==> src/rtl/mips_control_unit.sv <==
// Multi-cycle MIPS-style control unit.
// Walks FETCH -> DECODE -> EXEC [-> MEM [-> WB]] for each instruction and
// decodes the datapath strobes from the current state and opcode. HALT is
// terminal until reset. A 16-bit counter tracks retired instructions.
module mips_control_unit #(
  parameter int BUS_WIDTH = 16
) (
  input  logic                 clk,
  input  logic                 rst,
  input  logic [BUS_WIDTH-1:0] instruction,
  input  logic                 zero_flag,
  output logic                 InsRead,
  output logic                 PCnext,
  output logic                 MemRead,
  output logic                 MemWrite,
  output logic                 ALUSrc,
  output logic                 RegWrite,
  output logic                 outEn,
  output logic [1:0]           RegDst,
  output logic [1:0]           PCSrc,
  output logic [1:0]           MemtoReg,
  output logic [2:0]           ALUControl,
  output logic                 halted,
  output logic [15:0]          retired
);

  typedef enum logic [2:0] {
    FETCH  = 3'd0,
    DECODE = 3'd1,
    EXEC   = 3'd2,
    MEM    = 3'd3,
    WB     = 3'd4,
    HALT   = 3'd5
  } state_t;

  localparam logic [3:0] OP_RTYPE = 4'h0;
  localparam logic [3:0] OP_ADDI  = 4'h1;
  localparam logic [3:0] OP_LW    = 4'h2;
  localparam logic [3:0] OP_SW    = 4'h3;
  localparam logic [3:0] OP_BEQ   = 4'h4;
  localparam logic [3:0] OP_BNE   = 4'h5;
  localparam logic [3:0] OP_J     = 4'h6;
  localparam logic [3:0] OP_JR    = 4'h7;
  localparam logic [3:0] OP_IN    = 4'h8;
  localparam logic [3:0] OP_OUT   = 4'h9;
  localparam logic [3:0] OP_JAL   = 4'hA;
  localparam logic [3:0] OP_HALT  = 4'hF;

  state_t     state;
  logic [3:0] opcode;
  logic [2:0] funct;
  logic       unused_bits;

  assign opcode      = instruction[15:12];
  assign funct       = instruction[2:0];
  // Only the opcode and funct fields steer control; the rest feeds the datapath.
  assign unused_bits = ^instruction;

  // Output decode. It is combinational so that zero_flag steers PCSrc within
  // the EXEC cycle and a low rst silences every strobe immediately.
  always_comb begin
    // NOTE: every output gets a default before the case so no path leaves one
    // unassigned; otherwise synthesis would infer a latch.
    InsRead    = 1'b0;
    PCnext     = 1'b0;
    MemRead    = 1'b0;
    MemWrite   = 1'b0;
    ALUSrc     = 1'b0;
    RegWrite   = 1'b0;
    outEn      = 1'b0;
    RegDst     = 2'b00;
    PCSrc      = 2'b00;
    MemtoReg   = 2'b00;
    ALUControl = 3'b000;
    halted     = 1'b0;
    if (rst) begin
      unique case (state)
        FETCH:  InsRead = 1'b1;
        DECODE: ;
        EXEC: begin
          case (opcode)
            OP_RTYPE: begin
              ALUControl = funct;
              RegDst     = 2'b01;
              RegWrite   = 1'b1;
              PCnext     = 1'b1;
            end
            OP_ADDI: begin
              ALUSrc   = 1'b1;
              RegWrite = 1'b1;
              PCnext   = 1'b1;
            end
            OP_LW, OP_SW: ALUSrc = 1'b1;
            OP_BEQ, OP_BNE: begin
              ALUControl = 3'b001;
              PCnext     = 1'b1;
              if ((opcode == OP_BEQ) == zero_flag) PCSrc = 2'b01;
            end
            OP_J: begin
              PCSrc  = 2'b10;
              PCnext = 1'b1;
            end
            OP_JR: begin
              PCSrc  = 2'b11;
              PCnext = 1'b1;
            end
            OP_JAL: begin
              PCSrc    = 2'b10;
              RegDst   = 2'b10;
              MemtoReg = 2'b10;
              RegWrite = 1'b1;
              PCnext   = 1'b1;
            end
            OP_IN: begin
              MemtoReg = 2'b11;
              RegWrite = 1'b1;
              PCnext   = 1'b1;
            end
            OP_OUT: begin
              outEn  = 1'b1;
              PCnext = 1'b1;
            end
            default: PCnext = 1'b1;
          endcase
        end
        MEM: begin
          ALUSrc = 1'b1;
          if (opcode == OP_SW) begin
            MemWrite = 1'b1;
            PCnext   = 1'b1;
          end else begin
            MemRead = 1'b1;
          end
        end
        WB: begin
          ALUSrc   = 1'b1;
          MemtoReg = 2'b01;
          RegWrite = 1'b1;
          PCnext   = 1'b1;
        end
        HALT:    halted = 1'b1;
        default: ;
      endcase
    end
  end

  // State sequencing and retirement counting.
  always_ff @(posedge clk) begin
    // NOTE: sequential state uses non-blocking assignments so every register
    // samples pre-edge values, independent of statement order.
    if (!rst) begin
      state   <= FETCH;
      retired <= 16'h0000;
    end else begin
      if (PCnext) retired <= retired + 16'd1;
      case (state)
        FETCH:   state <= DECODE;
        DECODE:  state <= (opcode == OP_HALT) ? HALT : EXEC;
        EXEC:    state <= (opcode == OP_LW || opcode == OP_SW) ? MEM : FETCH;
        MEM:     state <= (opcode == OP_SW) ? FETCH : WB;
        WB:      state <= FETCH;
        HALT:    state <= HALT;
        default: state <= FETCH;
      endcase
    end
  end

endmodule

==> config.mk <==
export PLATFORM = sky130hd
export DESIGN_NAME = mips_control_unit
export DESIGN_NICKNAME = d
export VERILOG_FILES = /design/src/rtl/mips_control_unit.sv
export SDC_FILE = /design/constraint.sdc
export NUM_CORES = 1
export LEC_CHECK = 0
export BUFFER_PORTS_ARGS = -buffer_cell sky130_fd_sc_hd__buf_2
export CAP_MARGIN = 20
export CORE_ASPECT_RATIO = 0.5
export CORE_MARGIN = 2
export CORE_UTILIZATION = 44
export CTS_BUF_LIST = sky130_fd_sc_hd__clkbuf_2 sky130_fd_sc_hd__clkbuf_4 sky130_fd_sc_hd__clkbuf_8
export DETAILED_ROUTE_END_ITERATION = 8
export HOLD_SLACK_MARGIN = 0.06
export PLACE_DENSITY = 0.83
export SLEW_MARGIN = 25
export SYNTH_ARGS = -nofsm -noshare
export SYNTH_HDL_FRONTEND = slang
export SYNTH_SLANG_ARGS = --single-unit
==> constraint.sdc <==
create_clock -name clk -period 2.1 [get_ports clk]
set_clock_uncertainty 0.15 [all_clocks]
set_input_delay 0.42 -clock clk [delete_from_list [all_inputs] [get_ports clk]]
set_output_delay 0.42 -clock clk [all_outputs]
set_load 0.005 [all_outputs]
# After elaboration in Yosys (flattened, before gate mapping)

Cells that the tools add are included.

Multiplexer cells: 39
Reduce and logical (&&, ||, !) cells: 9
Add/sub/neg operators: 1
Equality and inequality tests: 17

Operators with widths:

| operator                                       | number |
|---|---|
| two-way mux 1 bit                              | 20 |
| adder 16 x 1 -> 16 bit (second input constant) | 1 |
| == test 4 x 3 -> 1 bit (second input constant) | 4 |
| == test 4 bit (second input constant)          | 4 |
| case mux 3 bit (5 select lines)                | 1 |
| two-way mux 2 bit                              | 6 |
| two-way mux 3 bit                              | 4 |
| case mux 2 bit (2 select lines)                | 3 |
| == test 4 x 2 -> 1 bit (second input constant) | 2 |
| OR reduction 2 bit                             | 4 |
| == test 3 x 2 -> 1 bit (second input constant) | 2 |
| == test 3 bit (second input constant)          | 2 |
| case mux 2 bit (3 select lines)                | 1 |
| case mux 3 bit (2 select lines)                | 1 |
| == test 4 x 1 -> 1 bit (second input constant) | 1 |
| logical NOT 4 bit                              | 1 |
| case mux 1 bit (2 select lines)                | 2 |
| OR reduction 4 bit                             | 1 |
| == test 3 x 1 -> 1 bit (second input constant) | 1 |
| logical NOT 3 bit                              | 1 |
| case mux 1 bit (3 select lines)                | 1 |
| OR reduction 3 bit                             | 1 |
| == test 1 bit                                  | 1 |
| logical OR 1 bit                               | 1 |

Logic and storage cells: 68
Bits of input ports: 19
Register bits: 19
Output and inout bits: 33

# Longest topological paths before layout

Gate-level depths: netlist (run 1).

Word-level depth: 6
Gate-level depth with buffers: 7
Depth with buffers taken out: 6

# Worst setup path after synthesis (run 1)

Ideal clock, no wire load.

Path kind: register -> output
Start: reg state[1]
End: out ALUControl[1]
Setup slack: -136 ps
Buffers on the path: 2
Cell stages (with the launch flop): 7
Data arrival time: 1666 ps
Data required time: 1530 ps
Cell sequence: dfxtp_1 -> buf_2 -> nand2b_1 -> or3_1 -> clkbuf_1 -> nor4b_1 -> and2_1

Longest elaborated chain between the ends: 3

Ends and longest elaborated chain:

| element                  | line | text |
|---|---|---|
| start: declaration       | 49   | `state_t state;` |
| start signal: assignment | 158  | `DECODE: state <= (opcode == OP_HALT) ? HALT : EXEC;` |
| start signal: assignment | 159  | `EXEC: state <= (opcode == OP_LW \|\| opcode == OP_SW) ? MEM : FETCH;` |
| start signal: assignment | 160  | `MEM: state <= (opcode == OP_SW) ? FETCH : WB;` |
| == test 3 x 2 -> 1 bit   | 77   | `unique case (state)` |
| two-way mux 3 bit        | 77   |  |
| two-way mux 3 bit        | 76   | `if (rst) begin` |
| end: declaration         | 22   | `output logic [2:0] ALUControl,` |

Every way passes these cells.

# Worst setup path in the final report (run 1)

Start: reg state[2]
End: out ALUControl[1]

The elaborated chain is that of the path after synthesis.

==> impl_metrics.toml, run 1 <==
[floorplan]
io_pins = 52
start_util = 0.458
coreArea_um2 = 2550
dieArea_um2 = 3110
die_h_um = 40.4
die_w_um = 76.9
fp-row-count = 13

[synth]
synth_nets = 173
ys_seq_area_frac = 0.325
synth_seq_cells = 19
synth.distinct_cells = 38
netlist_instances = 153
avgSynthCellArea_um2 = 7.64
yosys_warnings = 0
post_synth_instance_area_um2 = 1170

[routing]
firstDrtPassIters = 4
wl_met3_um = 178
ant_nets = 0
wl_per_cell_um = 12.4
met2RoutedLength_mm = 1.54
drc_errors = 0
num_vias = 1273
met1Wirelength_mm = 1.33
detail_route.vias_per_cell = 5.13
top_layer = "met4"
finalWirelength_mm = 3.08
initialDrtViolationCount = 58

[critical_path]
crit_required_ps = 1530
reg2reg_depth = 8
cp_max_fo = 3
crit_arrival_ps = 1630
cp-start-kind = "flip-flop"
crit_start = "state[2]"
cp-end-kind = "primary output"
r2r-start = "state[2]"
path_class = "reg2out"
r2r_setup_slack_ps = -20

[clock_tree]
ctsHoldBuffers = 0
clk_pin_slew_ps = 70
numClockSinks = 19
cts_tree = "done"
htree_levels = 1
cts_buffer_depth = 2
clock_latency_ps = 260
cts_made_buffers = 3
ctsRootBufferMaster = "clkbuf_8"

[placement]
gp_congestion = 0.747
dp_worst_setup_slack_ps = -87.4
port_buffers = 42
hpwl_mm = 2.11

[final_layout]
fill_cells = 203
fin_nets = 232
layout_common_cells = "buf_2 (42), nor2_1 (23), buf_4 (18), dfxtp_1 (16), a21oi_1 (11)"
multi_input_area_um2 = 805
mostFrequentLayoutCell = "buf_2"
register_area_um2 = 387
drive_gt1_frac = 0.427
antenna_cells = 0
fin_util = 0.669
area_growth_pct = 46.1

[sta]
max_slew.worst_pin.slew_ps = 272
finalSetupViolCount = 6
grt_setup_unrepaired = "true"
setup_ws_ps = -95.2
fin_crit_ps = 2200
drv_slew = 0
period_share = 1.05
max_slew_margin = 0.817
max_clock_freq_mhz = 456
fin_setup_tns_ps = -354
finalHoldViolCount = 0

[hold_path]
hold_path.class = "in2reg"
hold_start = "rst"
holdPathStages = 3

[status]
status = "finished with violations"
violations = "setup timing"

[pwr]
internal_power_uw = 585
pwr-share-comb = 0.183
p_seq_frac = 0.477
ir_worst_vdd_uv = 219
swShare = 0.265
clockPowerShare = 0.339
switchingPower_uw = 211
total_leakage_power_uw = 0.000754
powerDensity_nw_per_um2 = 466

[global_route]
grt_overflow = 0
track_usage = 0.189
grt_pass1_vias = 1064
antenna_found_initial = 0
grt_pass1_wl_mm = 4.57
grt_max_degree = 21

[job]
maxCapViolations = 0
==> worst max-delay path, cell delays in order, from the launching register on <==
cell and delay [ps]:
dfxtp_2 330, nand2b_4 140, or3_4 370, nor4b_4 260, and2_1 160, buf_2 100
==> per-layer routing <==
metal	up-vias	track usage
met3	4	0.0428
met1	569	0.204
met5	-	0
met2	42	0.399
li1	658	-
met4	0	0.0455
==> synth_stat cells <==
cell | number | share of area
or4_1 | 1 | 0.0064
buf_6 | 2 | 0.019
nor4b_1 | 1 | 0.0075
nor3_1 | 5 | 0.021
and3_1 | 2 | 0.011
nor2b_1 | 1 | 0.0054
o2111ai_1 | 2 | 0.015
mux2i_1 | 1 | 0.0086
or3_1 | 8 | 0.043
or3b_1 | 1 | 0.0075
nand3b_1 | 2 | 0.013
inv_1 | 6 | 0.019
nand4_1 | 2 | 0.011
nand2b_1 | 3 | 0.016
o32ai_1 | 1 | 0.0075
o21ai_0 | 9 | 0.039
nand2_1 | 6 | 0.019
a21oi_1 | 13 | 0.056
a211oi_1 | 2 | 0.013
nor4_1 | 1 | 0.0054
dfxtp_1 | 19 | 0.33
or3b_4 | 1 | 0.0096
o211ai_1 | 4 | 0.026
o31ai_1 | 1 | 0.0064
nand4b_1 | 1 | 0.0075
buf_2 | 1 | 0.0043
xnor2_1 | 1 | 0.0075
o21ai_2 | 1 | 0.0075
xor2_1 | 9 | 0.067
nor2_1 | 27 | 0.087
nand3_1 | 3 | 0.013
and2_1 | 3 | 0.016
clkbuf_1 | 7 | 0.022
a31oi_1 | 1 | 0.0054
a311oi_1 | 1 | 0.0075
mux2i_4 | 1 | 0.019
and4_1 | 2 | 0.015
ha_1 | 1 | 0.011
==> stage by stage <==
step | std cells | hold WS [ps] | total power, µW | instance area, µm²
after floorplan | 153 | 318 | 455 | 1170
after global placement | 238 | 306 | 498 | 1510
after detailed placement | 238 | 321 | 503 | 1510
after CTS | 246 | 329 | 779 | 1630
after global routing | 248 | 345 | 820 | 1710
final | 248 | 328 | 796 | 1710
==> power groups by stage <==
stage	logic (µW)	registers [µW]	clock network [µW]
2_1_floorplan	75.7	379	0
3_3_place_gp	113	385	0
3_5_place_dp	118	386	0
4_1_cts	132	379	267
5_1_grt	159	381	280
6_report	146	380	270
==> final cells by class <==
cell class | count | area share
Clock buffer | 4 | 0.0286
Tap cell | 37 | 0.0271
Inverter | 6 | 0.0132
Timing Repair Buffer | 64 | 0.234
Sequential cell | 19 | 0.226
Multi-Input combinational cell | 118 | 0.471
==> path summary, 6_finish.rpt <==
path / end
worst max-delay path: ALUControl[1]
worst min-delay path: state[2]
worst max register to register: retired[7]
worst min register to register: retired[13]
==> logic make-up after synthesis <==
kind of cell / Yosys count / synth area share
AO/OA/AOI/OAI: 35 / 0.182
XOR/XNOR: 10 / 0.0750
adder cells (fa/ha/maj): 1 / 0.0107
buffers and inverters: 16 / 0.0653
flip-flops: 19 / 0.325
multiplexers: 2 / 0.0278
AND/OR/NAND/NOR: 70 / 0.314
==> sequential cells by signal, summed over array words and instances (netlist names) <==
name,flops
retired,16
state,3
==> repair_timing <==
| item | 4_1_cts | 5_1_grt |
|---|---|---|
| pin swaps | 1 | 10 |
| endpoints found under the setup margin | 11 | 18 |
| setup buffers | 4 | 2 |
| gates cloned | 0 | 0 |
| gates resized for setup | 11 | 14 |
Power figures use the tool's default switching activity.
==> run 2, diff against run 1 <==
CORE_ASPECT_RATIO = not set   (was 0.5)
CORE_UTILIZATION = 48   (was 44)
PLACE_DENSITY = 0.86   (was 0.83)
clock period = 2.3 ns   (was 2.1 ns; I/O delays follow)
==> run 2 against run 1 <==
Against the previous run: the flow now finishes without violations; core utilization increased by 1.8 points; worst setup slack better by 180 ps; combinational power is 16% lower; largest cell class unchanged; largest power group unchanged.
==> impl_metrics.toml, run 2 (same netlist as run 1, synthesis figures left out) <==
[floorplan]
die_w_um = 53.3
coreArea_um2 = 2250
fp-row-count = 17
die_h_um = 53.3
io_pins = 52
dieArea_um2 = 2850
start_util = 0.518

[routing]
detail_route.vias_per_cell = 5.54
num_vias = 1279
drc_errors = 0
firstDrtPassIters = 4
wl_per_cell_um = 12.6
initialDrtViolationCount = 35
ant_nets = 0
finalWirelength_mm = 2.91

[clock_tree]
htree_levels = 1
cts_tree = "done"
clock_latency_ps = 300
ctsHoldBuffers = 0
cts_buffer_depth = 2
numClockSinks = 19
clk_pin_slew_ps = 100
cts_made_buffers = 3
ctsRootBufferMaster = "clkbuf_4"

[placement]
dp_worst_setup_slack_ps = 2.30
port_buffers = 42
dpl-instance-area_um2 = 1460
dp_cells = 226
gp_congestion = 0.907
hpwl_mm = 2.17

[critical_path]
r2r-end = "retired[15]"
crit_required_ps = 1690
critPathMaxStageDelay_ps = 350
path_class = "reg2out"
endpoint = "ALUControl[1]"
crit_chain = "nand2b_4 -> or3_4 -> nor4b_4 -> and2_1 -> buf_2"
path_buf_inv = 1
r2r-start = "state[2]"
critPathSlowestCell = "or3_4"
cp_max_fo = 3
cp-start-kind = "flip-flop"
cpLargestDelayFamily = "simple AND/OR/NAND/NOR gates"
cp-end-kind = "primary output"
path_depth = 5
crit_start = "state[2]"
crit_arrival_ps = 1610
r2r_setup_slack_ps = 170
reg2reg_depth = 7

[sta]
period_share = 0.964
fin_setup_tns_ps = 0
max_clock_freq_mhz = 451
setup_ws_ps = 83.8
grt_setup_unrepaired = "true"
max_slew.worst_pin.slew_ps = 317
fin_crit_ps = 2220
max_slew_margin = 0.787
finalHoldViolCount = 0
drv_slew = 0
finalSetupViolCount = 0
hold_slack_ps = 358

[job]
maxCapViolations = 0

[final_layout]
largest_reg_flops = 16
instances_no_fill = 231
antenna_cells = 0
area_growth_pct = 32.4
fin_nets = 224
final_area_um2 = 1550
regMostFlops = "retired"
layout_common_cells = "buf_2 (42), nor2_1 (26), dfxtp_1 (17), a21oi_1 (13), buf_4 (13)"
drive_gt1_frac = 0.355
largestRegisters = "retired: 16 flops, state: 3 flops"
mostFrequentLayoutCell = "buf_2"

[global_route]
grt_pass1_vias = 1106
antenna_found_initial = 0
grt_max_degree = 21
grt_overflow = 0
track_usage = 0.215
grt_pass1_wl_mm = 4.60

[pwr]
powerDensity_nw_per_um2 = 415
total_leakage_power_uw = 0.000687
ir_worst_vdd_uv = 375

[status]
status = "complete, no violations"

[hold_path]
hold_path.class = "in2reg"
[run 2: cell type report]
class | instances | area, µm²
repair buffers | 56 | 319
flip-flops and latches | 19 | 383
clock buffers | 4 | 30.0
well taps | 28 | 35.0
multi-input cells | 118 | 758
inverters | 6 | 22.5
fillers | 190 | 707
[run 2: stage by stage]
| stage | power [µW] | util |
|---|---|---|
| 2_1_floorplan | 415 | - |
| 3_3_place_gp | 454 | 0.647 |
| 3_5_place_dp | 458 | 0.647 |
| 4_1_cts | 641 | 0.668 |
| 5_1_grt | 677 | 0.686 |
| 6_report | 643 | 0.686 |
[run 2: how the worst min path moves through the flow]
stage	from	end	slack, ps	cells after the start
finish	rst	state[2]	360	3
global route	rst	state[2]	370	3
CTS	rst	state[2]	340	3
detailed placement	retired[15]	retired[15]	350	2
global placement	retired[15]	retired[15]	310	2
floorplan	retired[15]	retired[15]	320	2
[run 2: layer usage]
metal  part of all wire  vias to the layer above  global-route usage
met1               0.45                      593               0.275
met3              0.051                        2              0.0508
li1                   -                      643                   -
met2               0.49                       41               0.364
met5                  0                        -                   0
met4             0.0051                        0              0.0427
[run 2: timing repair]
action | in CTS | in global routing
setup buffers | 0 | 1
hold endpoints to repair | 0 | 0
setup endpoints to repair | 4 | 7
pin swaps | 1 | 2
gates resized for setup | 3 | 8
[run 2: tightest hold or removal path: cells and delay by family]
kind                   cells  cell delay (ps)
AND/OR/NAND/NOR            1              140
buffers and inverters      1              110
AO/OA/AOI/OAI              1               60
[run 2: report_power, final]
group | internal, µW | total [µW] | switching, µW
Combinational | 55.6 | 122 | 66.1
Sequential | 336 | 343 | 7.82
Clock | 79.4 | 178 | 98.1
